$ cat config.mk
export PLATFORM = sky130hd
export DESIGN_NAME = rotate_sequencer
export DESIGN_NICKNAME = d
export VERILOG_FILES = /design/src/rtl/rotate_sequencer.sv
export SDC_FILE = /design/constraint.sdc
export NUM_CORES = 1
export LEC_CHECK = 0
export ABC_CLOCK_PERIOD_IN_PS = 2700
export BUFFER_PORTS_ARGS = -buffer_cell sky130_fd_sc_hd__buf_2
export CORE_MARGIN = 5
export CORE_UTILIZATION = 58
export CTS_CLUSTER_DIAMETER = 200
export CTS_CLUSTER_SIZE = 14
export DETAILED_ROUTE_END_ITERATION = 7
export GPL_ROUTABILITY_DRIVEN = 0
export PLACE_DENSITY = 0.89
export SYNTH_ARGS = -nofsm -noshare
export SYNTH_HDL_FRONTEND = slang
export SYNTH_SLANG_ARGS = --single-unit
$ cat constraint.sdc
create_clock -name clk -period 2.7 [get_ports clk]
set_input_delay 0.27 -clock clk [delete_from_list [all_inputs] [get_ports clk]]
set_output_delay 0.27 -clock clk [all_outputs]
set_load 0.005 [all_outputs]
$ cat src/rtl/rotate_sequencer.sv
// rotate_sequencer: command-driven lap/pause controller for the rotate datapath.
// Optional macro ROTATE_SEQ_PINGPONG_EN: alternate direction on each lap boundary.
module rotate_sequencer #(
    parameter int LAP_W         = 4,
    parameter int STEPS_PER_LAP = 8,
    parameter int PAUSE_CYCLES  = 16
) (
    input  logic             clk,
    input  logic             reset_n,
    input  logic             cmd_valid,
    output logic             cmd_ready,
    input  logic             cmd_dir,
    input  logic [LAP_W-1:0] cmd_laps,
    input  logic             abort,
    input  logic             step_strobe,
    output logic             enable,
    output logic             clockwise,
    output logic             busy,
    output logic             done,
    output logic [LAP_W-1:0] laps_left
);

    localparam int STEP_W  = (STEPS_PER_LAP > 1) ? $clog2(STEPS_PER_LAP) : 1;
    localparam int PAUSE_W = $clog2(PAUSE_CYCLES + 1);

    localparam logic [1:0] S_IDLE  = 2'd0;
    localparam logic [1:0] S_RUN   = 2'd1;
    localparam logic [1:0] S_PAUSE = 2'd2;

    localparam logic [STEP_W-1:0]  STEP_LAST  = STEP_W'(STEPS_PER_LAP - 1);
    localparam logic [STEP_W-1:0]  STEP_ONE   = STEP_W'(1);
    localparam logic [PAUSE_W-1:0] PAUSE_LAST = PAUSE_W'(PAUSE_CYCLES - 1);
    localparam logic [PAUSE_W-1:0] PAUSE_ONE  = PAUSE_W'(1);
    localparam logic [LAP_W-1:0]   LAP_ONE    = LAP_W'(1);

    logic [1:0]         state_q;
    logic [1:0]         state_d;
    logic [STEP_W-1:0]  step_q;
    logic [STEP_W-1:0]  step_d;
    logic [PAUSE_W-1:0] pause_q;
    logic [PAUSE_W-1:0] pause_d;
    logic [LAP_W-1:0]   laps_d;
    logic               en_d;
    logic               cw_d;
    logic               busy_d;
    logic               done_d;
    logic               accept;
    logic               lap_end;
    logic               cw_flip;

    // Ready only when idle and not being cancelled; combinational by design.
    assign cmd_ready = reset_n & (state_q == S_IDLE) & ~abort;
    assign accept    = cmd_valid & cmd_ready;
    assign lap_end   = step_strobe & (step_q == STEP_LAST);

    // Direction applied at a lap boundary that does not finish the command.
`ifdef ROTATE_SEQ_PINGPONG_EN
    assign cw_flip = ~clockwise;
`else
    assign cw_flip = clockwise;
`endif

    // Next-state and next-output logic for the IDLE/RUN/PAUSE sequencer.
    always_comb begin
        state_d = state_q;
        step_d  = step_q;
        pause_d = pause_q;
        laps_d  = laps_left;
        en_d    = enable;
        cw_d    = clockwise;
        busy_d  = busy;
        done_d  = 1'b0;
        unique case (state_q)
            S_IDLE: begin
                if (accept) begin
                    if (cmd_laps == '0) begin
                        done_d = 1'b1;
                    end else begin
                        state_d = S_RUN;
                        laps_d  = cmd_laps;
                        cw_d    = cmd_dir;
                        step_d  = '0;
                        pause_d = '0;
                        en_d    = 1'b1;
                        busy_d  = 1'b1;
                    end
                end
            end
            S_RUN: begin
                if (abort) begin
                    state_d = S_IDLE;
                    step_d  = '0;
                    pause_d = '0;
                    laps_d  = '0;
                    en_d    = 1'b0;
                    busy_d  = 1'b0;
                end else if (lap_end) begin
                    step_d = '0;
                    if (laps_left != '0) begin
                        laps_d = laps_left - LAP_ONE;
                    end
                    if (laps_left == LAP_ONE) begin
                        state_d = S_PAUSE;
                        pause_d = '0;
                        en_d    = 1'b0;
                    end else begin
                        cw_d = cw_flip;
                    end
                end else if (step_strobe) begin
                    step_d = step_q + STEP_ONE;
                end
            end
            S_PAUSE: begin
                if (abort) begin
                    state_d = S_IDLE;
                    step_d  = '0;
                    pause_d = '0;
                    laps_d  = '0;
                    en_d    = 1'b0;
                    busy_d  = 1'b0;
                end else if (pause_q == PAUSE_LAST) begin
                    state_d = S_IDLE;
                    pause_d = '0;
                    busy_d  = 1'b0;
                    done_d  = 1'b1;
                end else begin
                    pause_d = pause_q + PAUSE_ONE;
                end
            end
            default: begin
                state_d = S_IDLE;
                step_d  = '0;
                pause_d = '0;
                laps_d  = '0;
                en_d    = 1'b0;
                busy_d  = 1'b0;
            end
        endcase
    end

    // State, counters and all registered outputs.
    always_ff @(posedge clk or negedge reset_n) begin
        if (!reset_n) begin
            state_q   <= S_IDLE;
            step_q    <= '0;
            pause_q   <= '0;
            laps_left <= '0;
            enable    <= 1'b0;
            clockwise <= 1'b1;
            busy      <= 1'b0;
            done      <= 1'b0;
        end else begin
            state_q   <= state_d;
            step_q    <= step_d;
            pause_q   <= pause_d;
            laps_left <= laps_d;
            enable    <= en_d;
            clockwise <= cw_d;
            busy      <= busy_d;
            done      <= done_d;
        end
    end

endmodule

# == Word-level counts from Yosys, hierarchy flattened ==
# Index checks and enable logic that the tools add are counted.
# totals
latchBits,0
n_memories,0
ram_bits,0
output_inout_bits,9
rom_bits,0
regBits,18
# op_classes
bitwise,6
mul,0
magnitude_cmp,0
n_div,0
add_sub_neg,3
n_reduce_logical,10
eq_ne,14
shifts,0
n_mux,45
# op_table
operator,count
5-bit two-way mux,7
4-bit two-way mux,6
3-bit two-way mux,6
5-bit one-hot mux with 3 select lines,1
5-bit AND reduction,3
2-bit two-way mux,7
1-bit two-way mux,12
3-bit != test (second input constant),4
4-bit one-hot mux with 3 select lines,1
4-bit AND reduction,3
3-bit one-hot mux with 3 select lines,1
2-bit != test (second input constant),4
1-bit one-hot mux with 3 select lines,2
2-bit one-hot mux with 3 select lines,1
5-bit by 1-bit adder with 5-bit output (second input constant),1
5-bit by 4-bit == test with 1-bit output (second input constant),1
1-bit bitwise AND,4
4-bit by 1-bit == test with 1-bit output (second input constant),1
4-bit logical NOT,1
4-bit != test (second input constant),1
4-bit nonzero test,1
4-bit by 1-bit subtractor with 4-bit output (second input constant),1
3-bit by 1-bit adder with 3-bit output (second input constant),1
3-bit == test (second input constant),1
other kinds (6),7

# == Depth between registers and ports, before layout ==
# Gate-level depths: netlist (run 1).
# depth
word_depth,6
ltp_mapped,6

# == Worst setup path before layout (run 1) ==
# OpenSTA, ideal clock, no wires.
# synth_path
path_type,register to register
from,register step_q[0]
to,register laps_left[1]
stages_incl_launch_ff,7
t_arrival_ns,1.545
setup_time_ns,0.125
path_buffers,0
path_slack_ns,1.030
period_less_slack_ns,1.670
cell_sequence,dfrtp_1 ha_1 ha_1 nand2_1 a21oi_1 o221ai_1 mux2_2
# synth_between
elab_chain_len,4
# synth_rtl
element,line,source
start: declaration,38,logic [STEP_W-1:0] step_q;
start signal: assignment,154,step_q <= step_d;
3-bit == test,54,assign lap_end = step_strobe & (step_q == STEP_LAST);
1-bit bitwise AND,54,
3-bit != test (no line),n/a,
5-bit AND reduction (no line),n/a,
end signal: assignment,156,laps_left <= laps_d;
end: declaration,20,output logic [LAP_W-1:0] laps_left
# Every way passes these cells.
# A chain may end at the register's enable or synchronous reset.

# == Worst setup path in the final report (run 1) ==
# layout_path
from,input port reset_n
to,register step_q[0]
# layout_between
elab_chain_len,5
# layout_rtl
element,line,source
start: declaration,9,"input logic reset_n,"
1-bit bitwise AND (2 in a row),52,assign cmd_ready = reset_n & (state_q == S_IDLE) & ~abort;
1-bit bitwise AND,53,assign accept = cmd_valid & cmd_ready;
2-bit != test (no line),n/a,
4-bit AND reduction (no line),n/a,
# Every way passes these cells.

==> key figures, run 1 <==
Status
  – Status: complete, no violations

Worst setup path
  – Critical Path Start Type: input port
  – Crit-path max FO: 5
  – Crit path required time: 2.89 ns
  – Nature of the critical path endpoint: flop
  – CP Class: in -> reg
  – Critical Path AT: 2.00 ns

Floorplanning
  – Die X: 53.2 um
  – Die H: 53.2 um
  – Io pins: 19
  – Die Area: 2830 sq um
  – Core area: 1750 sq um
  – Row count: 15
  – Initial core utilization: 62.0%

Yosys
  – Avg Cell Area, Syn: 10.1 sq um
  – Share of the yosys chip area belonging to registers: 41.7%
  – Mapped Cells: 107
  – #FFs+latches synth: 18
  – Netlist Area Pre-Place: 1080 sq um
  – Yosys warns: 0
  – Syn_nets: 122
  – Netlist cell types: 42

Routing
  – Detailed Route Iter0 Violations: 36
  – 1st-pass router iterations: 4
  – Per-cell routed wire length: 15.8 um
  – Detailed-route DRC error count: 0
  – Via Count: 922
  – Routed Wire Length: 2.41 mm
  – Post-DRT Antenna Nets: 0
  – Via/cell ratio: 6.03

Global routing
  – Grt total ovfl: 0
  – Initial antenna violation count: 0
  – Vias in the first global route: 947
  – First-pass GRT wire length: 4.13 mm
  – Largest net degree at the start of global routing: 20
  – GRT Total Usage: 20.1%

Pwr
  – Flop pwr share: 47.9%
  – Max VDD drop: 471 uV
  – Int Pwr: 496 uW
  – Comb pwr share: 29.7%
  – Total Power: 743 uW
  – Switching power: 247 uW
  – Leak pwr: 0.572 nW
  – Power share of the clock group: 22.4%
  – Net Sw Frac: 33.2%
  – Pwr per Cell Area: 605 nW/um^2

Min path
  – Hold crit path type: in -> reg

Finish
  – Area of the multi-input gates: 582 sq um
  – Commonest non-fill, non-tap cell in the layout: buf_2
  – Number of antenna diodes: 0
  – Final core utilization: 70.3%
  – Fraction of layout cells with a size suffix above 1: 25.0%
  – Sequential cell area: 452 sq um
  – Fin cells: 153
  – Most frequent cells in the layout: buf_2 (18), dfrtp_1 (17), nor2_1 (10)
  – Synth-to-layout area growth: 13.4%
  – Final #Nets: 144
  – Fillers: 144

STA
  – Setup Viol. Count Final: 0
  – Final period utilization: 67.0%
  – Skew final: 0.00271 ns
  – Final slew viol count: 0
  – Worst-margin pin slew: 0.774 ns
  – Max-slew headroom: 48.3%
  – Maximum clock rate: 553 MHz
  – Final setup TNS: 0 ns
  – Final WS setup: 0.890 ns
  – Min cycle time layout: 1.81 ns
  – RSZ-0062 raised after global routing: no
  – Final hold violations: 0

CTS
  – Clk_lat worst skew: 0.29 ns
  – H-tree Lvls: 1
  – Clk slew on worst S/H paths: 0.10 ns
  – Root Driver: clkbuf_4
  – Clock Path Buffers: 2
  – TritonCTS Sinks: 18
  – TritonCTS Buffers: 3
  – CTS-repair resized insts: 0
  – CTS tree: built

Placed design
  – PortBufs: 18
  – Placed Cells: 148
  – Place WS: 0.912 ns
  – DP HPWL: 1.82 mm

Flow run
  – Max Cap Viol: 0
## worst max-delay path, stage by stage
cell	delay, ns
dlygate4sd3_1	0.52
buf_2	0.11
nand3b_1	0.15
o31ai_2	0.44
o21ai_0	0.27
a21o_1	0.24
## power by group through the flow
stage	combinational, mW	clock [mW]	sequential (mW)
after floorplan	0.143	0	0.355
after global placement	0.211	0	0.358
after detailed placement	0.220	0	0.361
after CTS	0.222	0.169	0.356
after global routing	0.244	0.187	0.365
final	0.220	0.167	0.356
## kinds of logic (layout without fill, tap and decap cells)
| family | after synthesis | in the layout | synth area share [%] |
|---|---|---|---|
| AND/OR/NAND/NOR | 38 | 38 | 19.0 |
| AO/OA/AOI/OAI | 35 | 35 | 26.1 |
| flip-flops | 18 | 18 | 41.7 |
| buffers and inverters | 8 | 29 | 4.51 |
| adder cells (fa/ha/maj) | 5 | 5 | 5.78 |
| multiplexers | 2 | 2 | 2.08 |
| XOR/XNOR | 1 | 1 | 0.809 |
## through the flow
step / hold slack, ns / cell area (sq um)
after floorplan: -0.0256 / 1080
after global placement: 0.252 / 1180
after detailed placement: 0.257 / 1180
after CTS: 0.201 / 1230
after global routing: 0.186 / 1230
final: 0.205 / 1230
## path summary, 6_finish.rpt
check	startpoint	end	slack, ns	depth (start not counted)
min in group asynchronous	reset_n	state_q[1]	0.46	3
min	cmd_dir	clockwise	0.20	2
max reg2reg	step_q[0]	laps_left[1]	0.90	6
max	reset_n	step_q[0]	0.89	6
max in group asynchronous	reset_n	clockwise	1.97	3
min reg2reg	step_q[1]	step_q[1]	0.51	1
## sequential cells by signal, summed over array words and instances (netlist names)
name and flops:
pause_q 5, busy 1, enable 1, step_q 3, laps_left 4, state_q 2, clockwise 1, done 1
## synthesized netlist by cell type (all sizes together)
cell,count,area (sq um)
a32oi,1,8.76
nor2,10,37.5
inv,5,18.8
or3,1,6.26
buf,3,30.0
nor3b,4,30.0
dfrtp,17,425
a21oi,8,40.0
o21ai,5,25.0
o2bb2ai,1,8.76
a221o,1,10.0
ha,5,62.6
a22o,4,35.0
a41oi,2,36.3
o221ai,1,8.76
a21o,3,30.0
o31ai,2,20.0
or3b,1,8.76
mux2,2,22.5
xnor2,1,8.76
a211oi,2,15.0
a21boi,1,7.51
nand3,2,10.0
nor3,1,5.00
nor4,2,18.8
nor2b,1,6.26
a221oi,1,15.0
o21a,1,7.51
nand2,8,30.0
and2,1,6.26
o22ai,1,6.26
nand3b,1,7.51
or4,1,7.51
nand2b,4,25.0
or2,1,6.26
a2111oi,1,8.76
dfstp,1,26.3
## what timing repair did
action                    4_1_cts  5_1_grt
hold buffers                    1        0
hold endpoints to repair       17        0
buffers inserted                0        0
## area by class of cell
| type | instances | share of cell area (%) |
|---|---|---|
| multi-input cells | 81 | 47.4 |
| flip-flops and latches | 18 | 36.8 |
| repair buffers | 20 | 8.77 |
| clock buffers | 4 | 2.96 |
| well taps | 25 | 2.55 |
| inverters | 5 | 1.53 |
## per-layer routing
layer | vias to the layer above | routed length, um | global-route usage (%)
met4 | 0 | 20 | 8.09
met2 | 44 | 1190 | 32.6
met5 | - | 0 | 0
li1 | 440 | - | -
met3 | 4 | 188 | 5.92
met1 | 434 | 1010 | 24.9
No activity file was read; power rests on OpenSTA's default activity.
==> run 2, diff against run 1 <==
ABC_CLOCK_PERIOD_IN_PS = 1640   (was 2700)
CORE_UTILIZATION = 49   (was 58)
PLACE_DENSITY = 0.81   (was 0.89)
clock period = 1.64 ns   (was 2.7 ns; I/O delays follow)
==> run 2 against run 1 <==
Net effect:
- combinational power grew 100%
- via count grew 3.9%
- clock skew grew 0.00075 ns
- setup slack lost 0.82 ns
- core utilization shrank 7.2 points
- sequential power grew 63%
- wire length grew 1.0%
- hold slack lost 0.11 ns
- sequential share of layout area shrank 3.8 points
- final cell count grew 9.8%
- critical path type is now reg -> out
==> key figures, run 2 (synthesis gave the netlist of run 1 again) <==
Worst setup path
  – Crit path largest cell delay: 0.39 ns (-0.13 ns)
  – Nature of the critical path endpoint: output port
  – Critical Path Start Type: flop
  – CP Class: reg -> out
  – CP Cell Sequence: buf_4, or2_4, nor3b_2, buf_2
  – Cell family with most CP delay: simple AND/OR/NAND/NOR gates
  – Worst path bufs/invs: 2 (unchanged)
  – CP max-delay cell: dfrtp_1
  – Critical Path AT: 1.41 ns (-0.59 ns)
  – Crit-path max FO: 9 (+4)
  – Crit path required time: 1.48 ns (-1.41 ns)

Finish
  – Synth-to-layout area growth: 26.5%
  – Top Registers: pause_q (5), laps_left (4), step_q (3)
  – Fraction of layout cells with a size suffix above 1: 37.1% (+12 points)
  – Largest reg by FF count: pause_q
  – Final #Nets: 156 (+8.3%)
  – Max reg flops: 5 (unchanged)
  – Most frequent cells in the layout: buf_2 (18), dfrtp_1 (17), buf_4 (13)
  – Number of antenna diodes: 0 (unchanged)
  – Finished Cell Area: 1370 sq um (+12%)
  – Commonest non-fill, non-tap cell in the layout: buf_2

Pwr
  – Comb pwr share: 34.3% (+4.6 points)
  – Power share of the clock group: 21.3% (-1.1 points)
  – Max VDD drop: 505 uV (+7.1%)
  – Int Pwr: 866 uW (+75%)
  – Leak pwr: 0.634 nW (+11%)
  – Switching power: 438 uW (+77%)
  – Net Sw Frac: 33.6% (+0.36 points)
  – Flop pwr share: 44.4% (-3.5 points)
  – Pwr per Cell Area: 953 nW/um^2 (+57%)

CTS
  – H-tree Lvls: 1 (unchanged)
  – CTS tree: built
  – Clk_lat worst skew: 0.30 ns (about the same)
  – TritonCTS Sinks: 18 (unchanged)
  – TritonCTS Buffers: 3 (unchanged)
  – Post-CTS Setup Repair Bufs: 0 (unchanged)
  – Root Driver: clkbuf_4
  – Clock Path Buffers: 2 (unchanged)
  – Clk slew on worst S/H paths: 0.11 ns (about the same)

Routing
  – Routed Wire Length: 2.44 mm (+1.0%)
  – 1st-pass router iterations: 4 (unchanged)
  – Via Count: 958 (+3.9%)
  – Via/cell ratio: 5.70 (-5.4%)
  – Per-cell routed wire length: 14.5 um (-8.0%)
  – Post-DRT Antenna Nets: 0 (unchanged)
  – Detailed Route Iter0 Violations: 11 (-69%)
  – Detailed-route DRC error count: 0 (unchanged)

STA
  – Maximum clock rate: 636 MHz
  – Final hold violations: 0 (unchanged)
  – Max-slew headroom: 70.0% (+22 points)
  – Min cycle time layout: 1.57 ns
  – Worst-margin pin slew: 0.450 ns (-0.324 ns)
  – Setup Viol. Count Final: 0 (unchanged)
  – Skew final: 0.00345 ns (+0.000748 ns)
  – Final period utilization: 95.9%
  – Final setup TNS: 0 ns (unchanged)
  – Final slew viol count: 0 (unchanged)
  – RSZ-0062 raised after global routing: yes

Floorplanning
  – Row count: 17 (+2)
  – Io pins: 19 (unchanged)
  – Die Area: 3250 sq um (+15%)
  – Die H: 57.0 um (+7.1%)
  – Core area: 2170 sq um (+24%)
  – Initial core utilization: 49.9% (-12 points)
  – Die X: 57.0 um (+7.1%)

Global routing
  – First-pass GRT wire length: 4.30 mm (+4.2%)
  – Vias in the first global route: 973 (+2.7%)
  – Grt met2 use: 26.6% (-6.1 points)
  – Met1 GRT Util: 20.7% (-4.2 points)
  – M3 GR Usage: 4.07% (-1.8 points)
  – GRT Total Usage: 16.7% (-3.4 points)
  – Largest net degree at the start of global routing: 20 (unchanged)
  – Grt total ovfl: 0 (unchanged)
  – Gr busiest metal: met2
  – Initial antenna violation count: 0 (unchanged)

Placed design
  – PortBufs: 18 (unchanged)
  – Placed cell area: 1280 sq um (+8.5%)
  – DP HPWL: 1.91 mm (+5.3%)

Min path
  – Hold crit path type: in -> reg

Flow run
  – Max Cap Viol: 0 (unchanged)

Status
  – Status: complete, no violations
==> run 2: cell types whose count changed in the layout (fill, tap and decap cells not counted), sizes merged <==
cell / before / now
buf: 19 / 31
==> run 2: per-layer routing <==
layer | vias to the layer above | part of all wire, %
met5 | - | 0
met4 | 0 | 2.8
met3 | 6 | 5.5
met2 | 27 | 49
met1 | 462 | 43
li1 | 463 | -
==> run 2: final cells by class <==
class / count / area (sq um)
clock buffers: 4 / 36.3
fillers: 180 / 801
inverters: 5 / 18.8
multi-input cells: 81 / 629
flip-flops and latches: 18 / 452
well taps: 28 / 35.0
repair buffers: 32 / 198
==> run 2: final timing paths <==
kind	startpoint	cells after the start	end	slack, ns
worst max-delay path	state_q[1]	4	cmd_ready	0.07
worst min-delay path	cmd_dir	2	clockwise	0.09
worst max register to register	step_q[0]	6	laps_left[1]	0.08
worst min register to register	pause_q[0]	1	pause_q[0]	0.52
max in group asynchronous	reset_n	3	clockwise	1.03
min in group asynchronous	reset_n	3	state_q[0]	0.36
==> run 2: power groups by stage <==
| stage | Sequential, mW | Clock (mW) | Combinational [mW] |
|---|---|---|---|
| final | 0.579 | 0.278 | 0.447 |
| after global routing | 0.593 | 0.302 | 0.497 |
| after CTS | 0.577 | 0.284 | 0.431 |
| after detailed placement | 0.585 | 0 | 0.423 |
| after global placement | 0.578 | 0 | 0.405 |
| after floorplan | 0.584 | 0 | 0.237 |
==> run 2: repair_timing <==
item                                    in CTS  in global routing
hold buffers                                 1                  0
gates resized for setup                      4                  7
pin swaps                                    0                  2
endpoints found under the hold margin       17                  0
endpoints found under the setup margin       2                  5
==> run 2: metrics by stage <==
stage                     power, mW  cells  worst slack, ns  hold WS [ns]  util [%]
final                          1.30    168           0.0669        0.0938      63.1
after global routing           1.39    168          -0.0412         0.105      63.1
after CTS                      1.29    168           0.0356        0.0921      61.8
after detailed placement       1.01    163          -0.0298         0.150      59.1
after global placement        0.983    163           0.0472         0.146      59.1
after floorplan               0.821    107           0.0448        -0.132         -
==> run 3, diff against run 2 <==
BUFFER_PORTS_ARGS = -buffer_cell sky130_fd_sc_hd__buf_4   (was -buffer_cell sky130_fd_sc_hd__buf_2)
==> run 3 against run 2 <==
Net effect:
- sequential power down 0.7%
- critical path type is now reg -> reg
- clock power up 3%
- critical endpoint is now laps_left[1]
- largest power group unchanged
- core utilization up 2.6 points
- clock skew up 0.0024 ns
- global-route usage up 1.3 points
==> key figures, run 3 (synthesis gave the netlist of run 1 again) <==
Pwr
  – Total Power: 1.37 mW (+5.1%)
  – Leak pwr: 0.650 nW (+2.4%)
  – Pwr per Cell Area: 962 nW/um^2 (+0.99%)
  – Max VDD drop: 562 uV (+11%)

Floorplanning
  – Initial core utilization: 49.9% (unchanged)
  – Io pins: 19 (unchanged)
  – Die H: 57.0 um (unchanged)
  – Core area: 2170 sq um (unchanged)
  – Die X: 57.0 um (unchanged)
  – Row count: 17 (unchanged)
  – Die Area: 3250 sq um (unchanged)

Worst setup path
  – Critical register-to-register path startpoint: step_q[0]
  – CP Cell Sequence: ha_1, ha_4, nand2_2, a21oi_2, o221ai_2, mux2_4
  – Nature of the critical path endpoint: flop
  – Crit-path max FO: 3 (-6)
  – Worst setup path start: step_q[0]
  – Critical Path Start Type: flop
  – CP Class: reg -> reg
  – Crit path largest cell delay: 0.41 ns (+0.02 ns)
  – Crit path required time: 1.84 ns (+0.36 ns)
  – Critical Path AT: 1.83 ns (+0.42 ns)
  – Worst path bufs/invs: 0 (-2)
  – CP max-delay cell: dfrtp_1
  – Cell family with most CP delay: adder cells

Placed design
  – PortBufs: 18 (unchanged)
  – Place WS: -0.0573 ns (-0.0274 ns)
  – DP HPWL: 1.99 mm (+4.0%)
  – Placed Cells: 160 (-1.8%)

CTS
  – Clk_lat worst skew: 0.31 ns (about the same)
  – TritonCTS Sinks: 18 (unchanged)
  – Clock Path Buffers: 2 (unchanged)
  – CTS tree: built
  – H-tree Lvls: 1 (unchanged)
  – Clk slew on worst S/H paths: 0.10 ns (about the same)
  – TritonCTS Buffers: 3 (unchanged)
  – Root Driver: clkbuf_4

Global routing
  – Grt total ovfl: 0 (unchanged)
  – GRT Total Usage: 18.1% (+1.3 points)
  – First-pass GRT wire length: 4.58 mm (+6.6%)
  – Vias in the first global route: 990 (+1.7%)
  – Largest net degree at the start of global routing: 20 (unchanged)
  – Initial antenna violation count: 0 (unchanged)

STA
  – Min cycle time layout: 1.64 ns (+0.0663 ns)
  – Maximum clock rate: 610 MHz (-4.0%)
  – Final WS setup: 0.000633 ns (-0.0663 ns)
  – Final slew viol count: 0 (unchanged)
  – Skew final: 0.00581 ns (+0.00235 ns)
  – Setup Viol. Count Final: 0 (unchanged)
  – Minimum hold slack: 0.0845 ns (-0.00929 ns)
  – Worst-margin pin slew: 0.416 ns (-0.0338 ns)
  – Max-slew headroom: 72.2% (+2.3 points)
  – RSZ-0062 raised after global routing: yes
  – Final period utilization: 100% (+4.0 points)
  – Final hold violations: 0 (unchanged)

Finish
  – Final core utilization: 65.7% (+2.6 points)
  – Fraction of layout cells with a size suffix above 1: 38.1% (+0.99 points)
  – Fin cells: 167 (-0.60%)
  – Most frequent cells in the layout: buf_4 (29), dfrtp_1 (16), nor2_1 (9)
  – Largest reg by FF count: pause_q
  – Commonest non-fill, non-tap cell in the layout: buf_4
  – Top Registers: pause_q (5), laps_left (4), step_q (3)
  – Synth-to-layout area growth: 31.7%
  – Number of antenna diodes: 0 (unchanged)
  – Final #Nets: 155 (-0.64%)
  – Max reg flops: 5 (unchanged)

Routing
  – 1st-pass router iterations: 4 (unchanged)
  – Routed Wire Length: 2.72 mm (+12%)
  – Via/cell ratio: 5.98 (+4.8%)
  – Via Count: 998 (+4.2%)
  – Detailed-route DRC error count: 0 (unchanged)
  – Detailed Route Iter0 Violations: 21 (+10)
  – Post-DRT Antenna Nets: 0 (unchanged)
  – Per-cell routed wire length: 16.3 um (+12%)

Min path
  – Hold crit path type: in -> reg
  – Worst Min Path Start: cmd_dir

Status
  – Status: complete, no violations

Flow run
  – Max Cap Viol: 0 (unchanged)
## run 3: cell types whose count changed in the layout (fill, tap and decap cells not counted), sizes merged
cell,previous run,this run
buf,31,30
## run 3: area by class of cell
type | count | area (sq um)
clock buffers | 4 | 36.3
fillers | 193 | 744
inverters | 5 | 18.8
multi-input cells | 81 | 643
flip-flops and latches | 18 | 453
well taps | 28 | 35.0
repair buffers | 31 | 239
## run 3: power breakdown
group          leakage [nW]  internal [mW]  switching [mW]
Sequential            0.235          0.520          0.0551
Clock                0.0210          0.136           0.151
Combinational         0.394          0.254           0.256
## run 3: worst register-to-register path: cells and delay by family (launching register included)
family / cells / cell delay [ns]
AO/OA/AOI/OAI: 2 / 0.26
adder cells (fa/ha/maj): 2 / 0.43
flip-flops: 1 / 0.41
multiplexers: 1 / 0.33
AND/OR/NAND/NOR: 1 / 0.12
## run 3: metrics by stage
step | TNS, ns | cell area (sq um)
2_1_floorplan | 0 | 1090
3_3_place_gp | 0 | 1300
3_5_place_dp | -0.0573 | 1300
4_1_cts | 0 | 1370
5_1_grt | -0.122 | 1430
6_report | 0 | 1430
## run 3: final timing paths
path                                     end  slack [ns]  depth (start not counted)
worst min register to register    pause_q[0]        0.51                          1
worst min-delay path               clockwise        0.08                          2
max in group asynchronous          clockwise        1.03                          3
worst max-delay path            laps_left[1]      0.0006                          6
worst max register to register  laps_left[1]      0.0006                          6
min in group asynchronous         pause_q[4]        0.34                          3
## run 3: routing by layer
layer / vias to the layer above / GRT usage [%] / share of wire (%)
met5: - / 0 / 0
met4: 0 / 10.6 / 3.4
met3: 11 / 3.39 / 6.3
met2: 37 / 27.9 / 48
met1: 485 / 23.6 / 42
li1: 465 / - / -
## run 3: timing repair
item	4_1_cts	5_1_grt
hold buffers	1	0
setup endpoints to repair	3	12
resized for setup	5	10
hold endpoints to repair	17	0
buffers inserted	1	1
pin swaps	2	1
